===== src/rtl/jtag_pkg.sv =====
`default_nettype none
// +----------------------------------------------------------------------+
// | jtag_pkg : TAP state encodings, DR selector and opcode constants     |
// | Rev 1.0                                                              |
// +----------------------------------------------------------------------+
package jtag_pkg;

  // Standard 1149.1 state codes, so tap_state is meaningful on a debugger.
  typedef enum logic [3:0] {
    TAP_EXIT2_DR = 4'h0,
    TAP_EXIT1_DR = 4'h1,
    TAP_SHIFT_DR = 4'h2,
    TAP_PAUSE_DR = 4'h3,
    TAP_SEL_IR   = 4'h4,
    TAP_UPD_DR   = 4'h5,
    TAP_CAP_DR   = 4'h6,
    TAP_SEL_DR   = 4'h7,
    TAP_EXIT2_IR = 4'h8,
    TAP_EXIT1_IR = 4'h9,
    TAP_SHIFT_IR = 4'hA,
    TAP_PAUSE_IR = 4'hB,
    TAP_RTI      = 4'hC,
    TAP_UPD_IR   = 4'hD,
    TAP_CAP_IR   = 4'hE,
    TAP_TLR      = 4'hF
  } tap_state_e;

  typedef enum logic [1:0] {
    DR_BSR  = 2'd0,
    DR_SCAN = 2'd1,
    DR_ID   = 2'd2,
    DR_BYP  = 2'd3
  } dr_sel_e;

  localparam logic [1:0] c_OP_EXTEST  = 2'd0;
  localparam logic [1:0] c_OP_SAMPLE  = 2'd1;
  localparam logic [1:0] c_OP_INTSCAN = 2'd2;
  localparam logic [1:0] c_OP_IDCODE  = 2'd3;

endpackage : jtag_pkg
`default_nettype wire


===== src/rtl/jtag_tap_fsm.sv =====
`default_nettype none
// +----------------------------------------------------------------------+
// | jtag_tap_fsm : 16-state IEEE 1149.1 TAP controller                   |
// | Rev 1.0                                                              |
// +----------------------------------------------------------------------+
module jtag_tap_fsm
  import jtag_pkg::*;
(
  input  logic       clk,
  input  logic       TRST,
  input  logic       TMS,
  output tap_state_e state
);

  tap_state_e r_state;
  tap_state_e w_state_nxt;

  always_ff @(posedge clk) begin
    if (TRST) r_state <= TAP_TLR;
    else      r_state <= w_state_nxt;
  end

  always_comb begin
    w_state_nxt = r_state;
    case (r_state)
      TAP_TLR:      w_state_nxt = TMS ? TAP_TLR      : TAP_RTI;
      TAP_RTI:      w_state_nxt = TMS ? TAP_SEL_DR   : TAP_RTI;
      TAP_SEL_DR:   w_state_nxt = TMS ? TAP_SEL_IR   : TAP_CAP_DR;
      TAP_CAP_DR:   w_state_nxt = TMS ? TAP_EXIT1_DR : TAP_SHIFT_DR;
      TAP_SHIFT_DR: w_state_nxt = TMS ? TAP_EXIT1_DR : TAP_SHIFT_DR;
      TAP_EXIT1_DR: w_state_nxt = TMS ? TAP_UPD_DR   : TAP_PAUSE_DR;
      TAP_PAUSE_DR: w_state_nxt = TMS ? TAP_EXIT2_DR : TAP_PAUSE_DR;
      TAP_EXIT2_DR: w_state_nxt = TMS ? TAP_UPD_DR   : TAP_SHIFT_DR;
      TAP_UPD_DR:   w_state_nxt = TMS ? TAP_SEL_DR   : TAP_RTI;
      TAP_SEL_IR:   w_state_nxt = TMS ? TAP_TLR      : TAP_CAP_IR;
      TAP_CAP_IR:   w_state_nxt = TMS ? TAP_EXIT1_IR : TAP_SHIFT_IR;
      TAP_SHIFT_IR: w_state_nxt = TMS ? TAP_EXIT1_IR : TAP_SHIFT_IR;
      TAP_EXIT1_IR: w_state_nxt = TMS ? TAP_UPD_IR   : TAP_PAUSE_IR;
      TAP_PAUSE_IR: w_state_nxt = TMS ? TAP_EXIT2_IR : TAP_PAUSE_IR;
      TAP_EXIT2_IR: w_state_nxt = TMS ? TAP_UPD_IR   : TAP_SHIFT_IR;
      TAP_UPD_IR:   w_state_nxt = TMS ? TAP_SEL_DR   : TAP_RTI;
      default:      w_state_nxt = TAP_TLR;
    endcase
  end

  assign state = r_state;

endmodule : jtag_tap_fsm
`default_nettype wire


===== src/rtl/jtag_tap_param.sv =====
`default_nettype none
// +----------------------------------------------------------------------+
// | jtag_tap_param : parameterised TAP with BSR, internal scan, IDCODE   |
// | Rev 1.0                                                              |
// +----------------------------------------------------------------------+
module jtag_tap_param
  import jtag_pkg::*;
#(
  parameter int          IR_W       = 3,
  parameter int          BSR_LEN    = 150,
  parameter int          SCAN_LEN   = 43,
  parameter logic [31:0] IDCODE_VAL = 32'h1000_0001
) (
  input  logic                clk,
  input  logic                TRST,
  input  logic                TMS,
  input  logic                TDI,
  output logic                TDO,
  input  logic [BSR_LEN-1:0]  bsr_pin_in,
  output logic [BSR_LEN-1:0]  bsr_pin_out,
  output logic                bsr_oe,
  input  logic [SCAN_LEN-1:0] scan_cap,
  output logic [SCAN_LEN-1:0] scan_upd,
  output logic [3:0]          tap_state,
  output logic [IR_W-1:0]     ir_q
);

  localparam logic [IR_W-1:0] c_IR_EXTEST  = IR_W'(c_OP_EXTEST);
  localparam logic [IR_W-1:0] c_IR_SAMPLE  = IR_W'(c_OP_SAMPLE);
  localparam logic [IR_W-1:0] c_IR_INTSCAN = IR_W'(c_OP_INTSCAN);
  localparam logic [IR_W-1:0] c_IR_IDCODE  = IR_W'(c_OP_IDCODE);
  localparam logic [IR_W-1:0] c_IR_CAPTURE = IR_W'(2'b01);

  tap_state_e w_state;

  logic [IR_W-1:0]     r_ir_sh;
  logic [IR_W-1:0]     r_ir_q;
  logic                r_bsr_oe;
  logic [BSR_LEN-1:0]  r_bsr_sh;
  logic [BSR_LEN-1:0]  r_bsr_upd;
  logic [SCAN_LEN-1:0] r_scan_sh;
  logic [SCAN_LEN-1:0] r_scan_upd;
  logic [31:0]         r_id_sh;
  logic                r_byp;

  dr_sel_e w_dr_sel;
  logic    w_tdo;

  jtag_tap_fsm u_fsm (
    .clk   (clk),
    .TRST  (TRST),
    .TMS   (TMS),
    .state (w_state)
  );

  // Unassigned opcodes, including all-ones, fall through to bypass.
  always_comb begin
    w_dr_sel = DR_BYP;
    if (r_ir_q == c_IR_EXTEST || r_ir_q == c_IR_SAMPLE) w_dr_sel = DR_BSR;
    else if (r_ir_q == c_IR_INTSCAN)                    w_dr_sel = DR_SCAN;
    else if (r_ir_q == c_IR_IDCODE)                     w_dr_sel = DR_ID;
  end

  always_ff @(posedge clk) begin
    if (TRST) begin
      r_ir_sh    <= '0;
      r_ir_q     <= c_IR_IDCODE;
      r_bsr_oe   <= 1'b0;
      r_bsr_sh   <= '0;
      r_bsr_upd  <= '0;
      r_scan_sh  <= '0;
      r_scan_upd <= '0;
      r_id_sh    <= '0;
      r_byp      <= 1'b0;
    end else begin
      case (w_state)
        TAP_TLR: begin
          r_ir_q   <= c_IR_IDCODE;
          r_bsr_oe <= 1'b0;
        end
        TAP_CAP_IR:   r_ir_sh <= c_IR_CAPTURE;
        TAP_SHIFT_IR: r_ir_sh <= {TDI, r_ir_sh[IR_W-1:1]};
        TAP_UPD_IR: begin
          r_ir_q   <= r_ir_sh;
          r_bsr_oe <= (r_ir_sh == c_IR_EXTEST);
        end
        TAP_CAP_DR: begin
          case (w_dr_sel)
            DR_BSR:  r_bsr_sh  <= bsr_pin_in;
            DR_SCAN: r_scan_sh <= scan_cap;
            DR_ID:   r_id_sh   <= IDCODE_VAL;
            default: r_byp     <= 1'b0;
          endcase
        end
        TAP_SHIFT_DR: begin
          case (w_dr_sel)
            DR_BSR:  r_bsr_sh  <= {TDI, r_bsr_sh[BSR_LEN-1:1]};
            DR_SCAN: r_scan_sh <= {TDI, r_scan_sh[SCAN_LEN-1:1]};
            DR_ID:   r_id_sh   <= {TDI, r_id_sh[31:1]};
            default: r_byp     <= TDI;
          endcase
        end
        TAP_UPD_DR: begin
          if (w_dr_sel == DR_BSR)  r_bsr_upd  <= r_bsr_sh;
          if (w_dr_sel == DR_SCAN) r_scan_upd <= r_scan_sh;
        end
        default: ;
      endcase
    end
  end

  always_comb begin
    w_tdo = 1'b0;
    if (w_state == TAP_SHIFT_IR) begin
      w_tdo = r_ir_sh[0];
    end else if (w_state == TAP_SHIFT_DR) begin
      case (w_dr_sel)
        DR_BSR:  w_tdo = r_bsr_sh[0];
        DR_SCAN: w_tdo = r_scan_sh[0];
        DR_ID:   w_tdo = r_id_sh[0];
        default: w_tdo = r_byp;
      endcase
    end
  end

  assign TDO         = w_tdo;
  assign bsr_pin_out = r_bsr_upd;
  assign bsr_oe      = r_bsr_oe;
  assign scan_upd    = r_scan_upd;
  assign tap_state   = w_state;
  assign ir_q        = r_ir_q;

endmodule : jtag_tap_param
`default_nettype wire


===== config.mk =====
export PLATFORM = sky130hd
export DESIGN_NAME = jtag_tap_param
export DESIGN_NICKNAME = d
export VERILOG_FILES = /design/src/rtl/jtag_pkg.sv /design/src/rtl/jtag_tap_fsm.sv /design/src/rtl/jtag_tap_param.sv
export SDC_FILE = /design/constraint.sdc
export NUM_CORES = 1
export LEC_CHECK = 0
export CAP_MARGIN = 30
export CORE_MARGIN = 5
export CORE_UTILIZATION = 50
export DETAILED_ROUTE_END_ITERATION = 10
export PLACE_DENSITY = 0.81
export SETUP_SLACK_MARGIN = 0.5
export SYNTH_ARGS = -nofsm -noshare
export SYNTH_HDL_FRONTEND = slang
export SYNTH_HIERARCHICAL = 1
export SYNTH_SLANG_ARGS = --single-unit

===== constraint.sdc =====
create_clock -name clk -period 4.99 [get_ports clk]
set_input_delay 0.998 -clock clk [delete_from_list [all_inputs] [get_ports clk]]
set_output_delay 0.998 -clock clk [all_outputs]
set_load 0.01 [all_outputs]

==> flow_summary.ini <==
[layout]
regArea_um2 = 8612
multi_input_area_um2 = 6913
syn_to_final_growth_pct = 33.42
utilization = 0.6754
nets = 2281
drive_above_1_share = 0.05902
fillers = 2568

[detailed_routing]
drt-initial-drc-count = 1592
drcViolationCount = 0
drt-pass1-iter-count = 6
wirelength_um = 54350
dr_total_vias = 16020
wire_per_inst_um = 21.17
vias_per_cell = 6.242
final_antenna_net_count = 0

[setup_path]
cp-end-kind = output pin
max_stage_delay_ps = 730
reg2reg_to = bsr_pin_out[123]
slowest_stage = dfxtp_1
worstPathMaxFanout = 17
path_class = flop to output pin
cp.required_ps = 3990
reg2reg_slack_ps = 2190
reg2reg_depth = 5
crit_path_cell_trace = nand3b_1, o32ai_1, clkdlybuf4s50_1
cp_data_arrival_time_ps = 2550
cp-start-kind = flop
r2r_start = ir_q[2]

[pwr]
vdd_ir_drop_max_mv = 0.2190
powerDensity_nw_per_um2 = 346.4
power.leakage_nw = 7.011

[synth]
yosysSeqAreaShare = 0.5240
synth_warnings = 6
synth_top_family_by_area = compound AO/OA/AOI/OAI gates
synthesis.area_um2 = 16430
synth_xor_xnor_area_share = 0
synth_nets = 2025
synth.area.mux_share = 0.001904
synthSimpleGateAreaFrac = 0.1004
ys_ff_latch = 430
synthCells = 1828
synth.distinct_cells = 47
synth-compound-area-share = 0.3152
synth.avg_cell_area_um2 = 8.988
yosys.area_share.adder = 0

[global_routing]
antenna_found_initial = 9
grt_max_degree = 193
grt.total_usage = 0.2777
grt_pass1_vias = 15220
grt_pass1_wl_um = 83990
gr-total-overflow = 0

[clock_network]
clk_path_buf_depth = 3
cts_tree = built
clock_latency_ps = 530
cts_buffers = 44
holdBufCountCts = 0
cts_max_level = 2
cts-root-buf = clkbuf_16
cts-resized-gates = 0
post_cts_buffers = 0
cts.sinks = 430
clkSlewWorstSetupHoldPaths_ps = 60

[die]
dieWidth_um = 191.3
start_util = 0.5062
num_rows = 66
core_area_um2 = 32450
die_area_um2 = 36580
die_h_um = 191.3
io_pins = 399

[timing]
post-route-period-util = 0.7112
clock_skew_ps = 14.40
clock.fmax_ghz = 0.2818
hold_viol_final = 0
worst_slew_pin_slew_ps = 1030
rsz0062_at_grt = no
setup_violations = 0
setup_tns_ps = 0
fin_crit_ps = 3549
maxSlewHeadroom = 0.3118
drv_slew = 0

[hold_path]
min_from = r_id_sh[3]
hold_path_depth = 2
worst_hold_path_type = flop to flop
worstHoldEndpoint = r_id_sh[2]

[placed_design]
gp_congestion = 0.8823
io_buffers = 398
hpwl_um = 33690

[run]
cap_violations = 0

[outcome]
status = complete, no violations
logic make-up (layout without fill, tap and decap cells):
kind of cell,count (synthesis),in the layout
flops,430,430
mux,3,3
simple gates,314,314
compound gates,855,855
other cells,0,7
buf+inv,226,516
state kept, by name, summed over array words and instances, names as in the netlist, 3 cells and up:
register / flops
r_ir_sh: 3
u_fsm/state: 4
r_id_sh: 32
ir_q: 3
r_bsr_sh: 150
scan_upd: 43
r_scan_sh: 43
bsr_pin_out: 150
worst max-delay path by stage:
stage               depth (start not counted)  endpoint            from  slack (ps)
global route                                3       TDO  u_fsm/state[3]        1320
floorplan                                   4       TDO  u_fsm/state[2]        2600
CTS                                         3       TDO  u_fsm/state[3]        1430
detailed placement                          3       TDO  u_fsm/state[3]        2000
global placement                            3       TDO  u_fsm/state[3]        2020
finish                                      3       TDO  u_fsm/state[3]        1440
critical path: cells and delay by family (launching register included):
kind / cells / cell delay [ps]
DFF: 1 / 730
and+or+nand+nor: 1 / 300
AOI/OAI and AO/OA: 1 / 390
buffers and inverters: 1 / 610
layer usage:
metal,track usage,wire [µm],up-vias
li1,-,-,7460
met1,0.3630,21770,7647
met2,0.4420,25450,798
met3,0.07542,5178,117
met4,0.1030,1929,2
met5,0,13,-
cell usage in the layout (no fill, tap or decap), types with 3 or more instances in the layout:
master             n
dfxtp_1          429
clkdlybuf4s50_1  397
o22ai_1          233
a21oi_1          231
o21ai_0          221
nand3_1          198
o2bb2ai_1        148
nand2_1           49
clkbuf_16         45
nand4_1           29
buf_4             26
clkinv_2          14
clkbuf_8           8
diode_2            7
nor2_1             6
o21ai_1            6
clkbuf_1           6
nor3_1             5
inv_1              4
bufinv_16          4
buf_12             4
nor4_1             3
a211oi_1           3
o211ai_1           3
through the flow:
| stage | std cells | instance area, µm² | power [W] | setup slack, ps | hold slack, ps |
|---|---|---|---|---|---|
| 2_1_floorplan | 1828 | 16430 | 0.003989 | 2595 | 445.6 |
| 3_3_place_gp | 2476 | 20340 | 0.004294 | 2023 | 452.0 |
| 3_5_place_dp | 2478 | 20380 | 0.004307 | 1997 | 459.7 |
| 4_1_cts | 2558 | 21850 | 0.007610 | 1431 | 469.0 |
| 5_1_grt | 2567 | 21920 | 0.007832 | 1322 | 486.3 |
| 6_report | 2567 | 21920 | 0.007592 | 1441 | 465.3 |
synth_stat cells, drive strengths merged:
cell	number	area [µm²]
nor3b	4	46.29
a221o	1	10.01
nand4	29	181.4
inv	5	18.76
o211ai	3	22.52
nand3b	1	7.510
a31oi	1	6.260
and2	2	12.51
or3b	4	35.04
nor3	5	25.02
o32ai	1	8.760
a21oi	232	1165
nor4	3	18.77
o22ai	233	1458
or2	2	12.52
nand2b	1	6.260
a311o	1	10.01
and4bb	2	25.02
a2bb2o	1	10.01
nand4bb	2	27.53
a211oi	3	22.52
clkbuf	130	488.0
nand3	199	996.0
o21ai	227	1136
dfxtp	430	8608
a2bb2oi	1	8.760
a311oi	2	17.52
nor2b	2	12.51
o2bb2ai	148	1296
mux2	1	11.26
nor2	8	45.04
mux2i	2	20.02
a21boi	1	7.510
nor4b	1	15.01
buf	91	454.2
nand2	49	183.9
where the power goes:
| group | internal [W] | total [W] | switching (W) |
|---|---|---|---|
| logic | 0.000285 | 0.000771 | 0.000486 |
| clock network | 0.00198 | 0.00334 | 0.00136 |
| registers | 0.00345 | 0.00348 | 0.0000347 |
| total | 0.00572 | 0.00759 | 0.00188 |
layout make-up:
cell class	count	area share
Inverter	5	0.0008562
Tap cell	442	0.02523
Timing Repair Buffer	431	0.1976
Multi-Input combinational cell	1172	0.3154
Clock inverter	21	0.009875
Antenna cell	7	0.0007991
Sequential cell	430	0.3929
Clock buffer	59	0.05742
(Power assumes the default switching activity.)
